**src/rtl/ula_pkg.sv**
```systemverilog
// Shared opcodes and datapath width for the execute-stage ALU.
package ula_pkg;
    localparam int ULA_WIDTH = 32;

    localparam logic [3:0] ULA_AND = 4'b0000;
    localparam logic [3:0] ULA_OR  = 4'b0001;
    localparam logic [3:0] ULA_ADD = 4'b0010;
    localparam logic [3:0] ULA_SUB = 4'b0110;
    localparam logic [3:0] ULA_SLT = 4'b0111;
    localparam logic [3:0] ULA_NOR = 4'b1100;
endpackage

```
**src/rtl/ula_if.sv**
```systemverilog
// ALU operand/result bundle; vectors are big-endian, bit 0 is the MSB/sign.
interface ula_if import ula_pkg::*; #(
    parameter int WIDTH = ULA_WIDTH
) ();
    logic [0:3]       inputULA;
    logic [0:WIDTH-1] a;
    logic [0:WIDTH-1] b;
    logic [0:WIDTH-1] outputULA;
    logic             zero;
    logic             overflow;

    modport master (output inputULA, a, b, input outputULA, zero, overflow);
    modport slave  (input inputULA, a, b, output outputULA, zero, overflow);
endinterface

```
**src/rtl/ula_addsub.sv**
```systemverilog
// Shared adder/subtractor for ADD, SUB and SLT; subtraction is a + ~b + 1.
module ula_addsub import ula_pkg::*; #(
    parameter int WIDTH = ULA_WIDTH
) (
    input  logic             i_sub,
    input  logic [0:WIDTH-1] i_a,
    input  logic [0:WIDTH-1] i_b,
    output logic [0:WIDTH-1] o_sum,
    output logic             o_overflow
);
    logic [0:WIDTH-1] w_b_eff;
    logic [0:WIDTH-1] w_cin;

    assign w_b_eff = i_sub ? ~i_b : i_b;
    assign w_cin   = {{(WIDTH-1){1'b0}}, i_sub};
    assign o_sum   = i_a + w_b_eff + w_cin;

    // Signed overflow: operands (after inversion) agree in sign but the sum does not.
    assign o_overflow = (i_a[0] == w_b_eff[0]) && (o_sum[0] != i_a[0]);
endmodule

```
**src/rtl/ula.sv**
```systemverilog
// 32-bit MIPS-style ALU with registered result, zero and overflow flags.
module ula import ula_pkg::*; #(
    parameter int WIDTH = ULA_WIDTH
) (
    input  logic  clk,
    input  logic  reset,
    ula_if.slave  bus
);
    logic             w_sub;
    logic [0:WIDTH-1] w_sum;
    logic             w_add_ovf;
    logic [0:WIDTH-1] w_result;
    logic             w_ovf;
    logic             w_zero;

    logic [0:WIDTH-1] r_result;
    logic             r_zero;
    logic             r_ovf;

    assign w_sub = (bus.inputULA == ULA_SUB) || (bus.inputULA == ULA_SLT);

    ula_addsub #(.WIDTH(WIDTH)) u_addsub (
        .i_sub      (w_sub),
        .i_a        (bus.a),
        .i_b        (bus.b),
        .o_sum      (w_sum),
        .o_overflow (w_add_ovf)
    );

    // Unknown or X codes fall to the default arm, so outputs stay defined.
    always_comb begin
        w_result = '0;
        w_ovf    = 1'b0;
        case (bus.inputULA)
            ULA_AND: w_result = bus.a & bus.b;
            ULA_OR:  w_result = bus.a | bus.b;
            ULA_ADD: begin
                w_result = w_sum;
                w_ovf    = w_add_ovf;
            end
            ULA_SUB: begin
                w_result = w_sum;
                w_ovf    = w_add_ovf;
            end
            ULA_SLT: w_result = {{(WIDTH-1){1'b0}}, w_sum[0] ^ w_add_ovf};
            ULA_NOR: w_result = ~(bus.a | bus.b);
            default: begin
                w_result = '0;
                w_ovf    = 1'b0;
            end
        endcase
    end

    assign w_zero = (w_result == '0);

    always_ff @(posedge clk) begin
        if (reset) begin
            r_result <= '0;
            r_zero   <= 1'b1;
            r_ovf    <= 1'b0;
        end else begin
            r_result <= w_result;
            r_zero   <= w_zero;
            r_ovf    <= w_ovf;
        end
    end

    assign bus.outputULA = r_result;
    assign bus.zero      = r_zero;
    assign bus.overflow  = r_ovf;
endmodule

```
**src/flat_wrapper.sv**
```systemverilog
// flat-port wrapper written by rule: the top's interface ports become plain ports
module ula_flat import ula_pkg::*;
#(
    parameter int WIDTH = ULA_WIDTH
)
  (clk, reset, bus_inputULA, bus_a, bus_b, bus_outputULA, bus_zero, bus_overflow);
  ula_if #(.WIDTH(WIDTH)) bus_i ();
  input  logic clk;
  input  logic reset;
  input wire logic [$bits(bus_i.inputULA)-1:0] bus_inputULA;
  input wire logic [$bits(bus_i.a)-1:0] bus_a;
  input wire logic [$bits(bus_i.b)-1:0] bus_b;
  output wire logic [$bits(bus_i.outputULA)-1:0] bus_outputULA;
  output wire logic [$bits(bus_i.zero)-1:0] bus_zero;
  output wire logic [$bits(bus_i.overflow)-1:0] bus_overflow;
  assign bus_i.inputULA = bus_inputULA;
  assign bus_i.a = bus_a;
  assign bus_i.b = bus_b;
  assign bus_outputULA = bus_i.outputULA;
  assign bus_zero = bus_i.zero;
  assign bus_overflow = bus_i.overflow;
  ula #(.WIDTH(WIDTH)) u_core (.clk(clk), .reset(reset), .bus(bus_i));
endmodule
```
**config.mk**
```make
export PLATFORM = sky130hd
export DESIGN_NAME = ula_flat
export DESIGN_NICKNAME = d
export VERILOG_FILES = /design/src/rtl/ula_pkg.sv /design/src/rtl/ula_if.sv /design/src/rtl/ula_addsub.sv /design/src/rtl/ula.sv /design/src/flat_wrapper.sv
export SDC_FILE = /design/constraint.sdc
export NUM_CORES = 1
export LEC_CHECK = 0
export CORE_MARGIN = 2
export CORE_UTILIZATION = 52
export DETAILED_ROUTE_END_ITERATION = 16
export PLACE_DENSITY_LB_ADDON = 0.3
export RECOVER_POWER = 100
export SLEW_MARGIN = 25
export SYNTH_ARGS = -nofsm -noshare
export SYNTH_HDL_FRONTEND = slang
export SYNTH_SLANG_ARGS = --single-unit
export TNS_END_PERCENT = 1
```
**constraint.sdc**
```tcl
create_clock -name clk -period 5 [get_ports clk]
set_input_delay 0.75 -clock clk [delete_from_list [all_inputs] [get_ports clk]]
set_output_delay 0.75 -clock clk [all_outputs]
set_load 0.02 [all_outputs]
```
==> flow_metrics.env, run 1 <==
export IMPL_worstPathRequired_ns=5.19
export IMPL_crit_fanout=23
export IMPL_cp_end_kind="flop"
export IMPL_final_period_utilization_pct=93.39
export IMPL_initialDrtViolationCount=379
export IMPL_worstHoldPathCells=4
export IMPL_yosysSeqAreaShare_pct=15.42
export IMPL_dieHeight_um=96.14
export IMPL_worst_path_most_repeated_cell="sky130_fd_sc_hd__nand4_1"
export IMPL_p_leak_nw=2.239
export IMPL_fillers=715
export IMPL_die_width_um=96.14
export IMPL_timing_critical_path_arrival_ns=4.86
export IMPL_worst_hold_startpoint="bus_a[11]"
export IMPL_worstPathBufferInverterCount=2
export IMPL_cts_repair_resized=0
export IMPL_io_buffer_count=103
export IMPL_postSynth_topFlopCell="sky130_fd_sc_hd__dfxtp_1"
export IMPL_setup_repair_after_global_routing_missed_its_margin="false"
export IMPL_antenna_diode_count=0
export IMPL_worstSetupPathType="input port to flop"
export IMPL_grt_pass1_vias=4668
export IMPL_netlist_cell_type_count=70
export IMPL_postCtsHoldBufs=0
export IMPL_synth_top_area_share_pct=15.42
export IMPL_clockBufferDepth=2
export IMPL_cts_tree="done"
export IMPL_detail_route_first_pass_iterations=5
export IMPL_post_drt_wl_per_cell_um=18.90
export IMPL_rows=33
export IMPL_outcome="finished, final reports clean"
export IMPL_grt_antenna_before_repair=0
export IMPL_post_synth_main_area_contributors="sky130_fd_sc_hd__dfxtp_1, sky130_fd_sc_hd__ha_1, sky130_fd_sc_hd__xnor2_1"
export IMPL_avgSynthCellArea_um2=7.272
export IMPL_hold_viol=0
export IMPL_synth_edff_count=0
export IMPL_place_area_um2=5663
export IMPL_remaining_drc_errors=0
export IMPL_cts_buffers_inserted=5
export IMPL_netlist_top_cell_by_area="sky130_fd_sc_hd__dfxtp_1"
export IMPL_cts_root_buf="sky130_fd_sc_hd__clkbuf_8"
export IMPL_slew_viol_final=0
export IMPL_p_r_area_growth_vs_syn_pct=29.65
export IMPL_gr_usage_all_layers_pct=33.39
export IMPL_grt_max_degree=43
export IMPL_fin_cells=814
export IMPL_cp_top_family="simple AND/OR/NAND/NOR gates"
export IMPL_die_area_um2=9242
export IMPL_antenna_left=0
export IMPL_max_slew_margin_rel_pct=12.99
export IMPL_postSynthNetCount=715
export IMPL_nets=817
export IMPL_start_util_pct=53.72
export IMPL_hold_class="input port to flop"
export IMPL_routed_wirelength_um=15390
export IMPL_synth_area_um2=4414
export IMPL_crit_path_top_delay_cell="sky130_fd_sc_hd__clkbuf_1"
export IMPL_achievable_frequency_ghz=0.2141
export IMPL_setup_viol=0
export IMPL_clk_pin_slew_worst_paths_ns=0.06
export IMPL_yosys_register_bits=34
export IMPL_hpwlAfterDp_um=12240
export IMPL_drv_cap=0
export IMPL_drive_gt1_share_pct=6.488
export IMPL_peakVddDrop_mv=0.09114
export IMPL_dp_cells=807
export IMPL_area_sequential_um2=680.7
export IMPL_ioPinCount=104
export IMPL_syn_instance_count=607
export IMPL_via_per_inst=6.301
export IMPL_crit_path_max_incr_delay_ns=1.00
export IMPL_yosys_warnings=0
export IMPL_timing_critical_path_cells="dlygate4sd3_1, clkbuf_1, or3b_2, nor2_1, nand2_1, and4b_1, nand4_1, nor4_2, nand4_1, nor4_1, nand4_1, o31ai_2"
export IMPL_synth_async_sr_flop_share_pct=0
export IMPL_grt_first_pass_wirelength_um=23870
export IMPL_multi_input_area_um2=3552
export IMPL_worst_slew_pin_transition_ns=1.305
export IMPL_htreeDepth=2
export IMPL_post_cts_setup_buffer_count=0
export IMPL_core_area_um2=8217
export IMPL_setup_total_negative_slack_ns=0
export IMPL_layout_cell_area_non_filler_um2=5723
export IMPL_powerDensity_nw_per_um2=199.0
export IMPL_finalCriticalPeriod_ns=4.670
export IMPL_grt_ovfl_total=0
export IMPL_critical_path_startpoint_type="input port"
export IMPL_clkSinkCount=34
export IMPL_holdPathEnd="u_core.bus.outputULA[20]$_SDFF_PP0_"
export IMPL_dr_total_vias=5129
export IMPL_gp_congestion=1.051
-- sequential cells by signal (all words and copies together) (netlist names) --
signal / cells
u_core.bus.zero: 1
u_core.bus.outputULA: 32
u_core.bus.overflow: 1
-- worst max-delay path by stage --
stage                               start                         end  slack (ns)  depth (start not counted)
after global routing      bus_inputULA[3]  u_core.bus.zero$_SDFF_PP1_        0.13                         15
after CTS                 bus_inputULA[2]  u_core.bus.zero$_SDFF_PP1_        0.60                         15
after detailed placement  bus_inputULA[2]  u_core.bus.zero$_SDFF_PP1_        0.33                         15
final                     bus_inputULA[0]  u_core.bus.zero$_SDFF_PP1_        0.33                         12
after global placement    bus_inputULA[3]  u_core.bus.zero$_SDFF_PP1_        0.41                         15
after floorplan           bus_inputULA[3]  u_core.bus.zero$_SDFF_PP1_        0.63                         17
-- final cells by class --
cell class	instances	area share, %
clock buffers	5	1.202
clock inverters	2	0.1749
inverters	9	0.5903
multi-input cells	527	62.07
flip-flops and latches	34	11.89
well taps	105	2.296
repair buffers	132	21.78
-- stage by stage --
step	hold WS (ns)	util, %	setup WS [ns]	power [mW]
5_1_grt	1.469	69.65	0.1340	1.207
3_5_place_dp	1.546	68.92	0.3345	0.9565
6_report	1.404	69.65	0.3303	1.139
2_1_floorplan	0.8191	-	0.6315	0.7137
3_3_place_gp	1.545	68.92	0.4070	0.9511
4_1_cts	1.397	69.88	0.6035	1.137
-- synthesized netlist by cell type (4+ instances only) --
library cell and count:
sky130_fd_sc_hd__o21a_1 7, sky130_fd_sc_hd__o22ai_1 6, sky130_fd_sc_hd__clkbuf_1 28, sky130_fd_sc_hd__buf_1 6, sky130_fd_sc_hd__a21oi_1 73, sky130_fd_sc_hd__nor4_1 5, sky130_fd_sc_hd__nand4_1 9, sky130_fd_sc_hd__xor2_1 8
sky130_fd_sc_hd__inv_1 9, sky130_fd_sc_hd__a22oi_1 4, sky130_fd_sc_hd__a21o_1 4, sky130_fd_sc_hd__maj3_1 29, sky130_fd_sc_hd__nor2_1 67, sky130_fd_sc_hd__nand2_1 37, sky130_fd_sc_hd__xnor2_1 45, sky130_fd_sc_hd__and3_1 7
sky130_fd_sc_hd__o211ai_1 7, sky130_fd_sc_hd__and2_1 13, sky130_fd_sc_hd__nor3_1 32, sky130_fd_sc_hd__dfxtp_1 34, sky130_fd_sc_hd__o21ai_0 26, sky130_fd_sc_hd__a31oi_1 7, sky130_fd_sc_hd__ha_1 37, sky130_fd_sc_hd__a211oi_1 7
sky130_fd_sc_hd__nor2b_1 7, sky130_fd_sc_hd__nand3_1 19
-- where the power goes --
group          switching, mW  internal [mW]  total (mW)
combinational          0.384          0.288       0.672
clock                 0.0855         0.0931       0.179
sequential           0.00289          0.286       0.288
total                  0.472          0.667        1.14
-- routing by layer --
layer  global-route usage, %  up-vias  wire, um
li1                        -     2452         -
met1                   47.92     2395      6843
met2                   52.78      258      6865
met3                   2.193       24      1398
met4                   10.95        0       278
met5                       0        -         0
-- placed cells by master, fill, tap and decap left out, types with 5 or more instances in the layout --
master                             n
sky130_fd_sc_hd__clkbuf_8          5
sky130_fd_sc_hd__ha_1             37
sky130_fd_sc_hd__and2_0            5
sky130_fd_sc_hd__o21a_1            7
sky130_fd_sc_hd__a31oi_1           7
sky130_fd_sc_hd__nor2_1           67
sky130_fd_sc_hd__and2_1            8
sky130_fd_sc_hd__o211ai_1          7
sky130_fd_sc_hd__dfxtp_1          34
sky130_fd_sc_hd__nand3_1          19
sky130_fd_sc_hd__nor4_1            5
sky130_fd_sc_hd__nand4_1           9
sky130_fd_sc_hd__nor2b_1           7
sky130_fd_sc_hd__a211oi_1          7
sky130_fd_sc_hd__nand2_1          37
sky130_fd_sc_hd__o22ai_1           6
sky130_fd_sc_hd__clkdlybuf4s50_1  67
sky130_fd_sc_hd__buf_4            23
sky130_fd_sc_hd__xor2_1            8
sky130_fd_sc_hd__nor3_1           32
sky130_fd_sc_hd__o21ai_0          26
sky130_fd_sc_hd__a21oi_1          74
sky130_fd_sc_hd__and3_1            7
sky130_fd_sc_hd__inv_1             9
sky130_fd_sc_hd__maj3_1           29
sky130_fd_sc_hd__xnor2_1          45
sky130_fd_sc_hd__dlygate4sd3_1    36
-- cells by family after synthesis --
kind of cell	synth area share [%]
muxes	0.9354
adders and majority gates	17.52
DFF	15.42
xor gates and xnor gates	10.52
and+or+nand+nor	24.86
buffers and inverters	4.138
AOI/OAI and AO/OA	26.62
No activity file was read; power rests on OpenSTA's default activity.
==> inputs of run 2 (changes only) <==
Settings changed: CORE_UTILIZATION 52 to 40.
==> run 2 against run 1 <==
Compared with the run above: final area up 1.0%; via count down 2.5%; non-clock buffer count down 2; critical path depth up 4; fmax up 0.44%; sequential power about the same; wire length up 0.94%; core utilization down 16 points; global-route usage down 7.2 points; largest power group unchanged.
==> flow_metrics.env, run 2 (synthesized netlist as in run 1, its figures left out) <==
export IMPL_antenna_left=0
export IMPL_cts_tree="done"
export IMPL_htreeDepth=2
export IMPL_timing_critical_path_cells="clkdlybuf4s50_1, nand3b_1, xnor2_1, inv_1, fa_1, nor2b_1, o221ai_1, o21a_1, a221o_1, a211oi_1, clkbuf_1, a31oi_1, xnor2_1, a21oi_1, o211ai_1, o31ai_2"
export IMPL_hold_class="input port to flop"
export IMPL_initialDrtViolationCount=368
export IMPL_crit_start="bus_inputULA[3]"
export IMPL_critical_path_startpoint_type="input port"
export IMPL_setup_repair_after_global_routing_missed_its_margin="false"
export IMPL_dr_total_vias=5000
export IMPL_via_per_inst=5.896
export IMPL_antenna_diode_count=0
export IMPL_grt_max_degree=43
export IMPL_start_util_pct=40.90
export IMPL_grt_pass1_vias=4622
export IMPL_clockBufferDepth=2
export IMPL_total_power_mw=1.159
export IMPL_post_drt_wl_per_cell_um=18.31
export IMPL_gr_usage_all_layers_pct=26.17
export IMPL_final_critical_path_setup_slack_ns=0.3507
export IMPL_detail_route_first_pass_iterations=5
export IMPL_max_slew_margin_rel_pct=33.12
export IMPL_dieHeight_um=109.1
export IMPL_powerDensity_nw_per_um2=200.4
export IMPL_drive_gt1_share_pct=6.215
export IMPL_grt_first_pass_wirelength_um=24130
export IMPL_timing_critical_path_arrival_ns=4.84
export IMPL_dp_cells=840
export IMPL_largest_register_ff_count=32
export IMPL_peakVddDrop_mv=0.1991
export IMPL_gp_congestion=0.9472
export IMPL_postCtsHoldBufs=0
export IMPL_setup_viol=0
export IMPL_fin_cells=848
export IMPL_die_area_um2=11890
export IMPL_hold_viol=0
export IMPL_ioPinCount=104
export IMPL_final_hold_worst_slack_ns=1.239
export IMPL_p_leak_nw=2.246
export IMPL_routed_wirelength_um=15530
export IMPL_final_period_utilization_pct=92.99
export IMPL_worst_hold_startpoint="reset"
export IMPL_grt_ovfl_total=0
export IMPL_die_width_um=109.1
export IMPL_achievable_frequency_ghz=0.2151
export IMPL_cp_end_kind="flop"
export IMPL_cts_buffers_inserted=5
export IMPL_p_r_area_growth_vs_syn_pct=30.98
export IMPL_outcome="finished, final reports clean"
export IMPL_worst_slew_pin_transition_ns=1.003
export IMPL_io_buffer_count=103
export IMPL_setup_total_negative_slack_ns=0
export IMPL_crit_fanout=3
export IMPL_cp_top_family="compound AO/OA/AOI/OAI gates"
export IMPL_crit_path_top_delay_cell="sky130_fd_sc_hd__fa_1"
export IMPL_crit_path_max_incr_delay_ns=0.44
export IMPL_drv_cap=0
export IMPL_grt_antenna_before_repair=0
export IMPL_pre_cts_slack_ns=0.1890
export IMPL_worst_path_most_repeated_cell="sky130_fd_sc_hd__xnor2_1"
export IMPL_remaining_drc_errors=0
export IMPL_clk_pin_slew_worst_paths_ns=0.06
export IMPL_cts_repair_resized=0
export IMPL_core_area_um2=10790
export IMPL_worstPathRequired_ns=5.19
export IMPL_worstSetupPathType="input port to flop"
export IMPL_nets=815
export IMPL_worstPathBufferInverterCount=3
export IMPL_layout_cells_most_common_list="sky130_fd_sc_hd__a21oi_1, sky130_fd_sc_hd__clkdlybuf4s50_1, sky130_fd_sc_hd__nor2_1"
export IMPL_finalCriticalPeriod_ns=4.649
export IMPL_post_cts_setup_buffer_count=0
export IMPL_hpwlAfterDp_um=12450
export IMPL_final_common_cell="sky130_fd_sc_hd__a21oi_1"
export IMPL_slew_viol_final=0
export IMPL_rows=38
export IMPL_cts_root_buf="sky130_fd_sc_hd__clkbuf_8"
export IMPL_clkSinkCount=34
## run 2: cell types whose count changed in the layout (fill, tap and decap cells not counted), sizes merged
| cell | delta |
|---|---|
| buf | +1 |
| clkdlybuf4s50 | +2 |
| clkinv | -1 |
| dlygate4sd3 | -2 |
| clkbuf | -1 |
## run 2: layout make-up
class	instances	area (um^2)
Tap cell	140	175.2
Inverter	9	33.78
Clock inverter	1	5.005
Timing Repair Buffer	130	1251
Multi-Input combinational cell	527	3550
Clock buffer	7	86.33
Sequential cell	34	680.7
Fill cell	1095	5011
## run 2: metrics by stage
stage	area [um^2]	util, %
2_1_floorplan	4414	-
3_3_place_gp	5704	52.85
3_5_place_dp	5704	52.85
4_1_cts	5796	53.70
5_1_grt	5782	53.57
6_report	5782	53.57
## run 2: path summary, 6_finish.rpt
check | end | slack (ns) | depth (start not counted)
worst max-delay path | u_core.bus.zero$_SDFF_PP1_ | 0.35 | 16
worst min-delay path | u_core.bus.outputULA[27]$_SDFF_PP0_ | 1.24 | 3
## run 2: where the power goes
part / total [mW] / switching (mW) / leakage [nW] / internal [mW]
Sequential: 0.288 / 0.00282 / 0.277 / 0.285
Combinational: 0.671 / 0.384 / 1.92 / 0.287
Clock: 0.199 / 0.0886 / 0.0482 / 0.111
## run 2: per-layer routing
| layer | part of all wire, % | up-vias | global-route usage, % | wire [um] |
|---|---|---|---|---|
| li1 | - | 2443 | - | - |
| met1 | 47 | 2326 | 37.55 | 7262 |
| met2 | 44 | 204 | 41.08 | 6796 |
| met3 | 7.6 | 27 | 2.630 | 1180 |
| met4 | 1.9 | 0 | 7.875 | 289 |
| met5 | 0 | - | 0 | 0 |
## run 2: tightest hold or removal path: stages
cell                              delay (ns)
sky130_fd_sc_hd__clkdlybuf4s50_1        0.40
sky130_fd_sc_hd__buf_4                  0.22
sky130_fd_sc_hd__nor2_1                 0.11
==> inputs of run 3 (changes only) <==
Settings changed: CORE_MARGIN 2 to not set.
==> run 3 against run 2 <==
Compared with the run above: worst hold slack improved by 0.16 ns; total power down 0.99%; sequential cell count did not move; final cell count shrank 0.71%; die area down 3.6%; first-iteration DRC count is 32% higher; sequential power barely moved; largest power group unchanged; highest routed layer unchanged; final area fell by 0.58%.
==> flow_metrics.env, run 3 (synthesized netlist as in run 1, its figures left out) <==
export IMPL_ioPinCount=104
export IMPL_initialDrtViolationCount=484
export IMPL_post_cts_setup_buffer_count=0
export IMPL_core_area_um2=10510
export IMPL_cts_buffers_inserted=5
export IMPL_cts_repair_resized=0
export IMPL_die_area_um2=11460
export IMPL_drv_cap=0
export IMPL_outcome="finished, final reports clean"
export IMPL_clkSinkCount=34
export IMPL_grt_max_degree=43
export IMPL_cp_end_kind="flop"
export IMPL_rows=37
export IMPL_clk_pin_slew_worst_paths_ns=0.06
export IMPL_hold_viol=0
export IMPL_grt_antenna_before_repair=0
export IMPL_start_util_pct=42.01
export IMPL_grt_pass1_vias=4706
export IMPL_max_slew_margin_rel_pct=36.13
export IMPL_largest_register_ff_count=32
export IMPL_hold_class="input port to flop"
export IMPL_p_r_area_growth_vs_syn_pct=30.22
export IMPL_cts_root_buf="sky130_fd_sc_hd__clkbuf_8"
export IMPL_antenna_diode_count=0
export IMPL_cts_tree="done"
export IMPL_gp_congestion=1.000
export IMPL_clockBufferDepth=2
export IMPL_routed_wirelength_um=15170
export IMPL_hpwlAfterDp_um=12250
export IMPL_total_power_mw=1.147
export IMPL_p_leak_nw=2.227
export IMPL_critical_path_startpoint_type="input port"
export IMPL_worstSetupPathType="input port to flop"
export IMPL_timing_critical_path_arrival_ns=4.82
export IMPL_place_area_um2=5672
export IMPL_worstPathRequired_ns=5.19
export IMPL_final_period_utilization_pct=92.59
export IMPL_grt_first_pass_wirelength_um=24060
export IMPL_fillers=1043
export IMPL_layout_cells_most_common_list="sky130_fd_sc_hd__a21oi_1, sky130_fd_sc_hd__clkdlybuf4s50_1, sky130_fd_sc_hd__nor2_1"
export IMPL_io_buffer_count=103
export IMPL_crit_fanout=4
export IMPL_postCtsHoldBufs=0
export IMPL_slew_viol_final=0
export IMPL_post_drt_wl_per_cell_um=18.02
export IMPL_setup_viol=0
export IMPL_dieHeight_um=107.1
export IMPL_detail_route_first_pass_iterations=6
export IMPL_via_per_inst=5.943
export IMPL_dr_total_vias=5004
export IMPL_finalCriticalPeriod_ns=4.629
export IMPL_final_common_cell="sky130_fd_sc_hd__a21oi_1"
export IMPL_gr_usage_all_layers_pct=26.71
export IMPL_powerDensity_nw_per_um2=199.6
export IMPL_grt_ovfl_total=0
export IMPL_setup_total_negative_slack_ns=0
export IMPL_htreeDepth=2
export IMPL_die_width_um=107.1
export IMPL_layout_cell_area_non_filler_um2=5748
export IMPL_remaining_drc_errors=0
export IMPL_worst_slew_pin_transition_ns=0.9580
export IMPL_drive_gt1_share_pct=5.949
export IMPL_nets=813
export IMPL_peakVddDrop_mv=0.1594
export IMPL_achievable_frequency_ghz=0.2160
export IMPL_antenna_left=0
export IMPL_final_hold_worst_slack_ns=1.396
export IMPL_setup_repair_after_global_routing_missed_its_margin="false"
run 3: metal layers:
metal	up-vias	wire length, um	global-route usage (%)
met5	-	0	0
met4	0	200	8.317
met3	18	1159	1.945
met2	224	6702	41.43
met1	2327	7109	38.96
li1	2435	-	-
run 3: worst paths after layout:
check                           start                                  end  slack (ns)  cells after the start
worst max-delay path  bus_inputULA[3]           u_core.bus.zero$_SDFF_PP1_        0.37                     14
worst min-delay path         bus_a[2]  u_core.bus.outputULA[29]$_SDFF_PP0_        1.40                      5
run 3: power by group:
part,total [mW],leakage (nW),internal [mW],switching (mW)
logic,0.664,1.90,0.284,0.380
registers,0.288,0.277,0.286,0.00278
clock network,0.195,0.0482,0.111,0.0839
total,1.15,2.23,0.681,0.467
run 3: final cells by class:
class	count	area (um^2)	share of cell area [%]
clock inverters	1	5.005	0.08707
multi-input cells	527	3552	61.80
well taps	136	170.2	2.960
inverters	9	33.78	0.5877
clock buffers	7	86.33	1.502
repair buffers	128	1220	21.22
flip-flops and latches	34	680.7	11.84
run 3: worst max-delay path: stages:
cell and delay (ns):
sky130_fd_sc_hd__clkdlybuf4s50_1 0.42, sky130_fd_sc_hd__nand3b_1 0.30, sky130_fd_sc_hd__xnor2_1 0.27, sky130_fd_sc_hd__ha_1 0.29
sky130_fd_sc_hd__a31oi_1 0.34, sky130_fd_sc_hd__o211ai_1 0.17, sky130_fd_sc_hd__o21ai_0 0.55, sky130_fd_sc_hd__o21ai_2 0.21
sky130_fd_sc_hd__a21oi_1 0.26, sky130_fd_sc_hd__mux2_2 0.36, sky130_fd_sc_hd__nor2_1 0.29, sky130_fd_sc_hd__and4b_1 0.25
sky130_fd_sc_hd__nand4_1 0.12, sky130_fd_sc_hd__o31ai_2 0.22
run 3: per-stage QoR:
stage / worst slack [ns] / utilization (%) / instances
4_1_cts: 0.5612 / 54.84 / 842
2_1_floorplan: 0.6315 / - / 607
6_report: 0.3707 / 54.70 / 842
3_3_place_gp: 0.2672 / 53.97 / 834
3_5_place_dp: 0.2866 / 53.97 / 834
5_1_grt: 0.1461 / 54.70 / 842
